--- config.mk ---
export PLATFORM = sky130hd
export DESIGN_NAME = bmp_master_rx
export DESIGN_NICKNAME = d
export VERILOG_FILES = /design/src/rtl/bmp_master_rx.sv
export SDC_FILE = /design/constraint.sdc
export NUM_CORES = 1
export LEC_CHECK = 0
export ABC_CLOCK_PERIOD_IN_PS = 10200
export CORE_ASPECT_RATIO = 1.25
export CORE_MARGIN = 1
export CORE_UTILIZATION = 45
export CTS_BUF_LIST = sky130_fd_sc_hd__clkbuf_8
export CTS_CLUSTER_SIZE = 40
export DETAILED_ROUTE_END_ITERATION = 10
export GPL_TIMING_DRIVEN = 1
export PLACE_DENSITY = 0.69
export SLEW_MARGIN = 40
export SYNTH_ARGS = -nofsm -noshare
export SYNTH_HDL_FRONTEND = slang
export SYNTH_SLANG_ARGS = --single-unit
--- constraint.sdc ---
create_clock -name clk -period 10.2 [get_ports clk]
set_input_delay 3.06 -clock clk [delete_from_list [all_inputs] [get_ports clk]]
set_output_delay 3.06 -clock clk [all_outputs]
set_load 0.01 [all_outputs]
--- src/rtl/bmp_master_rx.sv ---
// Master-side BMP receiver: accepts scheduler beats, parses the header, buffers words in a FWFT FIFO.
// Build option BMP_RX_HDR_STRIP_EN keeps the 14 header beats out of the FIFO.
module bmp_master_rx #(
  parameter int DATA_BUS_SIZE = 32,
  parameter int MAX_FILE_SIZE = 1000000,
  parameter int HEADER_BYTES  = 56,
  parameter int FIFO_DEPTH    = 8
) (
  input  logic                     clk,
  input  logic                     rst_n,
  input  logic [DATA_BUS_SIZE-1:0] data_to_master,
  input  logic [1:0]               mstr0_data_valid,
  input  logic                     mstr0_cmplt,
  output logic                     mstr0_ready,
  output logic [DATA_BUS_SIZE-1:0] out_data,
  output logic                     out_valid,
  input  logic                     out_ready,
  output logic                     out_last,
  output logic                     out_src,
  output logic [31:0]              file_size,
  output logic [31:0]              byte_count,
  output logic                     frame_done,
  output logic                     err_short,
  output logic                     err_ovf,
  output logic                     err_src
);

  localparam int AW = $clog2(FIFO_DEPTH);

  typedef enum logic [1:0] {S_IDLE, S_HDR, S_PIX, S_DONE} state_t;

  typedef struct packed {
    logic                     last;
    logic                     src;
    logic [DATA_BUS_SIZE-1:0] data;
  } word_t;

  function automatic logic [31:0] clamp_size(input logic [31:0] s);
    return (s < 32'(HEADER_BYTES) || s > 32'(MAX_FILE_SIZE)) ? 32'(HEADER_BYTES) : s;
  endfunction

  state_t      state, state_next;
  word_t       mem [FIFO_DEPTH];
  word_t       head;
  logic [AW:0] wr_ptr, rd_ptr, count, count_next;
  logic        src_id;

  logic        accept, in_file, done_beat, cut_short;
  logic        push_req, push, pop, full, ovf;
  logic [32:0] sum;
  logic [31:0] bc_new;

  assign accept  = mstr0_data_valid[0] && (state != S_DONE);
  assign in_file = (state == S_HDR) || (state == S_PIX);

  // Saturating byte counter; the first beat of a file restarts it.
  assign sum    = {1'b0, byte_count} + 33'd4;
  assign bc_new = (state == S_IDLE) ? 32'd4 : (sum[32] ? 32'hFFFF_FFFF : sum[31:0]);

  assign done_beat = accept && in_file && (bc_new >= 32'(HEADER_BYTES)) && (bc_new >= file_size);
  assign cut_short = mstr0_cmplt && in_file && !done_beat;

`ifdef BMP_RX_HDR_STRIP_EN
  assign push_req = accept && (state == S_PIX);
`else
  assign push_req = accept;
`endif

  assign count      = wr_ptr - rd_ptr;
  assign full       = (count == (AW+1)'(FIFO_DEPTH));
  assign out_valid  = (count != '0);
  assign pop        = out_valid && out_ready;
  assign push       = push_req && (!full || pop);
  assign ovf        = push_req && full && !pop;
  assign count_next = count + {{AW{1'b0}}, push} - {{AW{1'b0}}, pop};

  assign head       = mem[rd_ptr[AW-1:0]];
  assign out_data   = out_valid ? head.data : '0;
  assign out_last   = out_valid && head.last;
  assign out_src    = out_valid && head.src;
  assign frame_done = (state == S_DONE);

  // NOTE: every combinational output gets a default first, so no path can infer a latch.
  always_comb begin
    state_next = state;
    unique case (state)
      S_IDLE: if (accept) state_next = S_HDR;
      S_HDR: begin
        if (done_beat || cut_short)                         state_next = S_DONE;
        else if (accept && bc_new >= 32'(HEADER_BYTES))     state_next = S_PIX;
      end
      S_PIX:  if (done_beat || cut_short) state_next = S_DONE;
      S_DONE: state_next = S_IDLE;
      default: state_next = S_IDLE;
    endcase
  end

  // NOTE: the FIFO storage has no reset; resetting the pointers is enough to discard its contents.
  always_ff @(posedge clk) begin
    if (push) mem[wr_ptr[AW-1:0]] <= '{last: done_beat, src: mstr0_data_valid[1], data: data_to_master};
  end

  // NOTE: sequential state uses non-blocking assignments only, so every register samples pre-edge values.
  always_ff @(posedge clk) begin
    if (!rst_n) begin
      state       <= S_IDLE;
      wr_ptr      <= '0;
      rd_ptr      <= '0;
      mstr0_ready <= 1'b0;
      file_size   <= '0;
      byte_count  <= '0;
      src_id      <= 1'b0;
      err_short   <= 1'b0;
      err_ovf     <= 1'b0;
      err_src     <= 1'b0;
    end else begin
      state <= state_next;
      // Room for the beat possibly in flight plus one beat of slack after ready falls.
      mstr0_ready <= (count_next <= (AW+1)'(FIFO_DEPTH - 3)) && (state_next != S_DONE);
      if (push) wr_ptr <= wr_ptr + 1'b1;
      if (pop)  rd_ptr <= rd_ptr + 1'b1;

      if (accept) begin
        byte_count <= bc_new;
        if (state == S_IDLE) begin
          src_id    <= mstr0_data_valid[1];
          file_size <= {16'd0, data_to_master[7:0], data_to_master[15:8]};
          err_short <= 1'b0;
          err_src   <= 1'b0;
          err_ovf   <= ovf;
        end else begin
          if (state == S_HDR && byte_count == 32'd4)
            file_size <= clamp_size({data_to_master[23:16], data_to_master[31:24], file_size[15:0]});
          if (mstr0_data_valid[1] != src_id) err_src <= 1'b1;
          if (ovf) err_ovf <= 1'b1;
        end
      end

      if (cut_short) err_short <= 1'b1;
    end
  end

endmodule

---- Yosys cells after proc, flatten, opt, wreduce, memory -nomap -nowiden ----
Memories as Yosys holds them, arrays and structs flattened. A register that Yosys moved wholly into a read port is not among the register bits.
Index checks and enable logic that the tools add are counted.
W data, S select, Z words.
word-level totals
  latch bits .............................. 0
  bits of input ports ..................... 38
  ROM bits ................................ 0
  word-level logic and storage cells ...... 89
  output and inout bits ................... 104
  bits in registers ....................... 79
  memories kept ........................... 1
  RAM bits ................................ 272
memory list
  memory  words  width  rd ports  clocked after Yosys merged registers in  wr ports  RTL line  source
  mem     8      34     1         1                                        1         43        word_t mem [FIFO_DEPTH];
cells by class
  shift operators ......................... 0
  multiplexer cells ....................... 22
  reduce and logical (&&, ||, !) cells .... 36
  bitwise logic cells ..................... 0
  magnitude comparators ................... 5
  multiply operators ...................... 0
  add/subtract/negate cells ............... 6
  divide/modulo/power cells ............... 0
  eq/ne operators ......................... 8
operators by type and width
  operator                 count
  $mux W32                 6
  $add A32 B3 Y33 const B  1
  $eq A32 B3 Y1 const B    1
  $ge A32 B32 Y1           1
  $ge A32 B6 Y1 const B    1
  $gt A32 B20 Y1 const B   1
  $lt A32 B6 Y1 const B    1
  $logic_and A1 B1 Y1      15
  $reduce_bool A2 Y1       6
  $reduce_and A2 Y1        5
  $mux W1                  9
  $add A4 B1 Y4 const B    2
  $mux W2                  4
  $pmux W2 S4              1
  $mux W3                  2
  $add A4 B1 Y4            1
  $eq A2 B2 Y1 const B     2
  $eq A4 B4 Y1 const B     1
  $le A4 B3 Y1 const B     1
  $logic_or A1 B1 Y1       4
  $ne A2 B2 Y1 const B     2
  $reduce_bool A4 Y1       1
  $sub A4 B1 Y4            1
  $sub A4 B4 Y4            1
  5 further kinds          7

---- Logic depth before layout (Yosys ltp) ----
  word-level depth ........................ 13
  gate-level depth with buffers ........... 24
  mapped depth without buffers ............ 23

---- Least setup slack after synthesis ----
Ideal clock, no wire load.
  kind .................................... input -> register
  from .................................... input port out_ready
  to ...................................... memory mem[1][0] in the netlist's numbering, enable pin
  cell stages on the path ................. 4
  required time ........................... 9.689 ns
  path slack .............................. 2.799 ns
  arrival time ............................ 6.890 ns
  cell sequence ........................... nand2_1 -> a31oi_1 -> inv_1 -> nor4_1
between the ends
  longest elaborated chain between the ends .. 5
RTL lines
  item                           RTL line  source
  start: declaration             17        input logic out_ready,
  $logic_and A1 B1 Y1            72        assign pop = out_valid && out_ready;
  $logic_or A1 B1 Y1             73        assign push = push_req && (!full || pop);
  $logic_and A1 B1 Y1            73
  $mux W1                        100       if (push) mem[wr_ptr[AW-1:0]] <= '{last: done_beat, src: mstr0_data_valid[1], data: data_to_master};
  $mux W1 (not written as such)  100
  end: declaration               43
No other way between the ends.

---- Final worst setup path ----
  from .................................... register wr_ptr[1]
  to ...................................... output port out_last
between the ends
  longest elaborated chain between the ends .. 3
RTL lines
  item                      RTL line  source
  start: declaration        45        logic [AW:0] wr_ptr, rd_ptr, count, count_next;
  start signal: assignment  120       if (push) wr_ptr <= wr_ptr + 1'b1;
  $sub A4 B4 Y4             69        assign count = wr_ptr - rd_ptr;
  $reduce_bool A4 Y1        71        assign out_valid = (count != '0);
  $logic_and A1 B1 Y1       79        assign out_last = out_valid && head.last;
  end: declaration          18        output logic out_last,
No other way between the ends.

==> flow_metrics.env <==
export IMPL_timing_final_max_slew_violations=0
export IMPL_portion_of_the_post_synthesis_area_used_by_sequential_elements=0.613
export IMPL_filler_cell_count=2826
export IMPL_ir_drop_v=0.000157
export IMPL_clockRootBuffer="sky130_fd_sc_hd__clkbuf_8"
export IMPL_netlist_area_mm2=0.0160
export IMPL_layout_nets=1419
export IMPL_grt_total_usage=0.212
export IMPL_detail_route_vias_per_cell=5.59
export IMPL_globalRoute_busiestLayer="met2"
export IMPL_clock_buffer_count_from_cts=51
export IMPL_power_frac_seq=0.423
export IMPL_first_global_vias=10300
export IMPL_p_clk_frac=0.262
export IMPL_cts_tree="done"
export IMPL_die_area_mm2=0.0363
export IMPL_fp_coreArea_mm2=0.0347
export IMPL_final_period_minus_worst_setup_slack_ns=6.65
export IMPL_yosysWarnings=0
export IMPL_wirelength_um=37900
export IMPL_syn_mean_instance_area_um2=13.5
export IMPL_largest_net_degree_at_the_start_of_global_routing=69
export IMPL_h_tree_depth=2
export IMPL_post_cts_repair_timing_setup_buffer_count=0
export IMPL_cts_resized=0
export IMPL_worst_endpoint_arrival_ns=3.59
export IMPL_netSwitchingFraction=0.301
export IMPL_library_cells_used_by_synthesis=64
export IMPL_grt_antenna_before_repair=0
export IMPL_routedWlPerCell_um=20.6
export IMPL_power_switching_mw=1.23
export IMPL_synth_edff_count=272
export IMPL_row_count=76
export IMPL_die_height_um=213
export IMPL_final_cell_area_mm2=0.0189
export IMPL_holdCritPathClass="reg -> reg"
export IMPL_drt_iter0_markers=681
export IMPL_overflow=0
export IMPL_crit_type="reg -> out"
export IMPL_ios=142
export IMPL_synth_area_top_cells="sky130_fd_sc_hd__edfxtp_1, sky130_fd_sc_hd__dfxtp_1, sky130_fd_sc_hd__mux4_2"
export IMPL_holdBufCountCts=0
export IMPL_use_met2=0.365
export IMPL_worst_ep_required_time_ns=7.14
export IMPL_postSynthRegisterBits=354
export IMPL_postSynth_topFlopCell="sky130_fd_sc_hd__edfxtp_1"
export IMPL_leakage_nw=6.22
export IMPL_worst_pin_slew_ns=0.819
export IMPL_first_pass_grt_wire_length_um=58300
export IMPL_synthArstFlopShare=0
export IMPL_clk_pin_slew_worst_paths_ns=0.07
export IMPL_p_comb_frac=0.315
export IMPL_timing_final_setup_violations=0
export IMPL_hold_path_startpoint="src_id$_SDFFE_PN0P_"
export IMPL_max_freq_ghz=0.150
export IMPL_final_hold_violation_count=0
export IMPL_globalplace_congestion=0.871
export IMPL_critical_path_peak_fanout=35
export IMPL_synth_top_cells_by_count="sky130_fd_sc_hd__edfxtp_1, sky130_fd_sc_hd__nor2_1, sky130_fd_sc_hd__nand2_1"
export IMPL_status="finished clean"
export IMPL_critical_path_source="wr_ptr[1]$_SDFFE_PN0P_"
export IMPL_rsz_0062_raised_after_global_routing="no"
export IMPL_endpoint_kind_of_the_worst_setup_timing_path="output pin"
export IMPL_groute_layer_met1_usage=0.273
export IMPL_drive_gt1_frac=0.142
export IMPL_fin_tns_setup_ns=0
export IMPL_detail_route_antenna_nets=0
export IMPL_n_antenna_cell=0
export IMPL_maxCapViolations=0
export IMPL_worst_path_largest_cell_delay_ns=0.59
export IMPL_synth_cells=1184
export IMPL_reg2reg_from="byte_count[2]$_SDFFE_PN0P_"
export IMPL_worst_slew_margin_rel=0.453
export IMPL_clock_skew_ns=0.0159
export IMPL_final_period_utilization=0.652
export IMPL_worstSetupStartpointType="flip-flop"
export IMPL_cpMaxStageDelayCell="sky130_fd_sc_hd__dfxtp_1"
export IMPL_worstPathCellList="ha_1 > a21o_1 > a21o_1 > xnor2_1 > inv_1 > ha_1 > and3_1 > buf_4 > nor2_1 > clkdlybuf4s50_1"
export IMPL_die_x_um=171
export IMPL_global_route_usage_met3=0.0335
export IMPL_max_clock_path_buffers=3
export IMPL_cellInternalPower_mw=2.85
export IMPL_synth_net_count=1273
export IMPL_placed_cell_area_mm2=0.0179
export IMPL_firstDrtPassIters=7
export IMPL_cts_num_sinks=354
export IMPL_power_density_mw_per_mm2=216
export IMPL_via_count=10300
export IMPL_area_growth_syn_to_layout_pct=18.1
export IMPL_drc_markers=0
export IMPL_initial_utilization=0.461
export IMPL_post_synth_top_count_cell="sky130_fd_sc_hd__edfxtp_1"
export IMPL_synth_largest_type_area_fraction=0.510
export IMPL_yosysTopAreaCell="sky130_fd_sc_hd__edfxtp_1"
export IMPL_post_dp_hpwl_um=24400
export IMPL_count_of_port_buffers_added_during_placement=141
export IMPL_insertion_delay_to_the_later_sink_of_the_worst_skew_pair_ns=0.59
-- path summary, 6_finish.rpt --
| path | end | slack (ns) | cells after the start |
|---|---|---|---|
| hold reg to reg | src_id$_SDFFE_PN0P_ | 0.50 | 2 |
| hold / removal | src_id$_SDFFE_PN0P_ | 0.50 | 2 |
| setup / recovery | out_last | 3.55 | 10 |
| setup reg to reg | state[0]$_SDFF_PN0_ | 4.61 | 15 |
-- power groups by stage --
stage | Combinational, mW | Sequential [mW] | Clock [mW]
4_1_cts | 1.31 | 1.73 | 1.09
3_3_place_gp | 1.29 | 1.76 | 0
3_5_place_dp | 1.31 | 1.76 | 0
5_1_grt | 1.40 | 1.74 | 1.15
2_1_floorplan | 0.797 | 1.71 | 0
6_report | 1.28 | 1.73 | 1.07
-- layout make-up --
class	count	area (um^2)	area share
sequential	354	9820	0.519
multi-input combinational	704	5720	0.303
timing repair buffer	165	1590	0.0843
clock buffer	56	771	0.0408
tap	468	586	0.0310
clock inverter	38	205	0.0109
inverter	54	203	0.0107
-- routing by layer --
| metal | wire length (um) | up-vias |
|---|---|---|
| met2 | 19200 | 326 |
| met5 | 0 | - |
| li1 | - | 4752 |
| met4 | 984 | 0 |
| met3 | 2190 | 77 |
| met1 | 15600 | 5126 |
-- per-stage QoR --
step | utilization | setup WS (ns) | hold slack [ns] | power (mW) | cells
after global placement | 0.516 | 3.17 | 0.470 | 3.05 | 1744
after floorplan | - | 2.80 | 0.455 | 2.51 | 1184
after CTS | 0.544 | 3.44 | 0.497 | 4.14 | 1839
after detailed placement | 0.516 | 3.83 | 0.487 | 3.07 | 1745
final | 0.544 | 3.55 | 0.502 | 4.08 | 1839
after global routing | 0.544 | 3.31 | 0.524 | 4.29 | 1839
-- layout by cell type, fill, tap and decap left out, types with 4 or more instances in the layout --
cell / count
sky130_fd_sc_hd__nor4_1: 16
sky130_fd_sc_hd__a21oi_1: 49
sky130_fd_sc_hd__nor2b_1: 4
sky130_fd_sc_hd__xnor2_1: 21
sky130_fd_sc_hd__or3_1: 4
sky130_fd_sc_hd__nor3_1: 14
sky130_fd_sc_hd__and2_1: 8
sky130_fd_sc_hd__and4_1: 7
sky130_fd_sc_hd__a21boi_1: 5
sky130_fd_sc_hd__dfxtp_1: 79
sky130_fd_sc_hd__o21ai_0: 23
sky130_fd_sc_hd__nor3_2: 5
sky130_fd_sc_hd__nor2_1: 103
sky130_fd_sc_hd__inv_1: 65
sky130_fd_sc_hd__clkinv_1: 12
sky130_fd_sc_hd__clkdlybuf4s50_1: 140
sky130_fd_sc_hd__xor2_1: 8
sky130_fd_sc_hd__a31oi_1: 11
sky130_fd_sc_hd__nand2_1: 91
sky130_fd_sc_hd__or4_1: 4
sky130_fd_sc_hd__mux2i_1: 38
sky130_fd_sc_hd__a21boi_0: 37
sky130_fd_sc_hd__a211oi_1: 4
sky130_fd_sc_hd__nand2b_1: 16
sky130_fd_sc_hd__clkbuf_8: 56
sky130_fd_sc_hd__o211a_1: 4
sky130_fd_sc_hd__buf_4: 24
sky130_fd_sc_hd__and3_1: 10
sky130_fd_sc_hd__a21o_1: 5
sky130_fd_sc_hd__mux4_2: 68
sky130_fd_sc_hd__ha_1: 48
sky130_fd_sc_hd__nand4_1: 24
sky130_fd_sc_hd__clkinv_2: 8
sky130_fd_sc_hd__edfxtp_1: 272
sky130_fd_sc_hd__nand3_1: 24
sky130_fd_sc_hd__o31ai_1: 4
-- sequential cells by signal, summed over array words and instances (netlist names), named ones only --
register	count
err_ovf	1
err_src	1
file_size	32
src_id	1
rd_ptr	4
mstr0_ready	1
err_short	1
byte_count	32
mem	272
state	2
wr_ptr	4
-- cell families (layout without fill, tap and decap cells) --
group | count (synthesis) | count (layout) | share of synthesized area
DFF | 354 | 354 | 0.613
and+or+nand+nor | 346 | 346 | 0.105
AOI/OAI and AO/OA | 172 | 172 | 0.0719
buffers and inverters | 126 | 313 | 0.0336
muxes | 106 | 106 | 0.119
adders and majority gates | 51 | 51 | 0.0408
xor gates and xnor gates | 29 | 29 | 0.0159
-- critical path, delay by kind of cell (launching register included) --
| kind | cells | cell delay, ns |
|---|---|---|
| flip-flops | 1 | 0.59 |
| adder cells (fa/ha/maj) | 2 | 0.48 |
| buffers and inverters | 3 | 0.92 |
| AO/OA/AOI/OAI | 2 | 0.34 |
| AND/OR/NAND/NOR | 2 | 0.44 |
| XOR/XNOR | 1 | 0.22 |
Power figures use the tool's default switching activity.
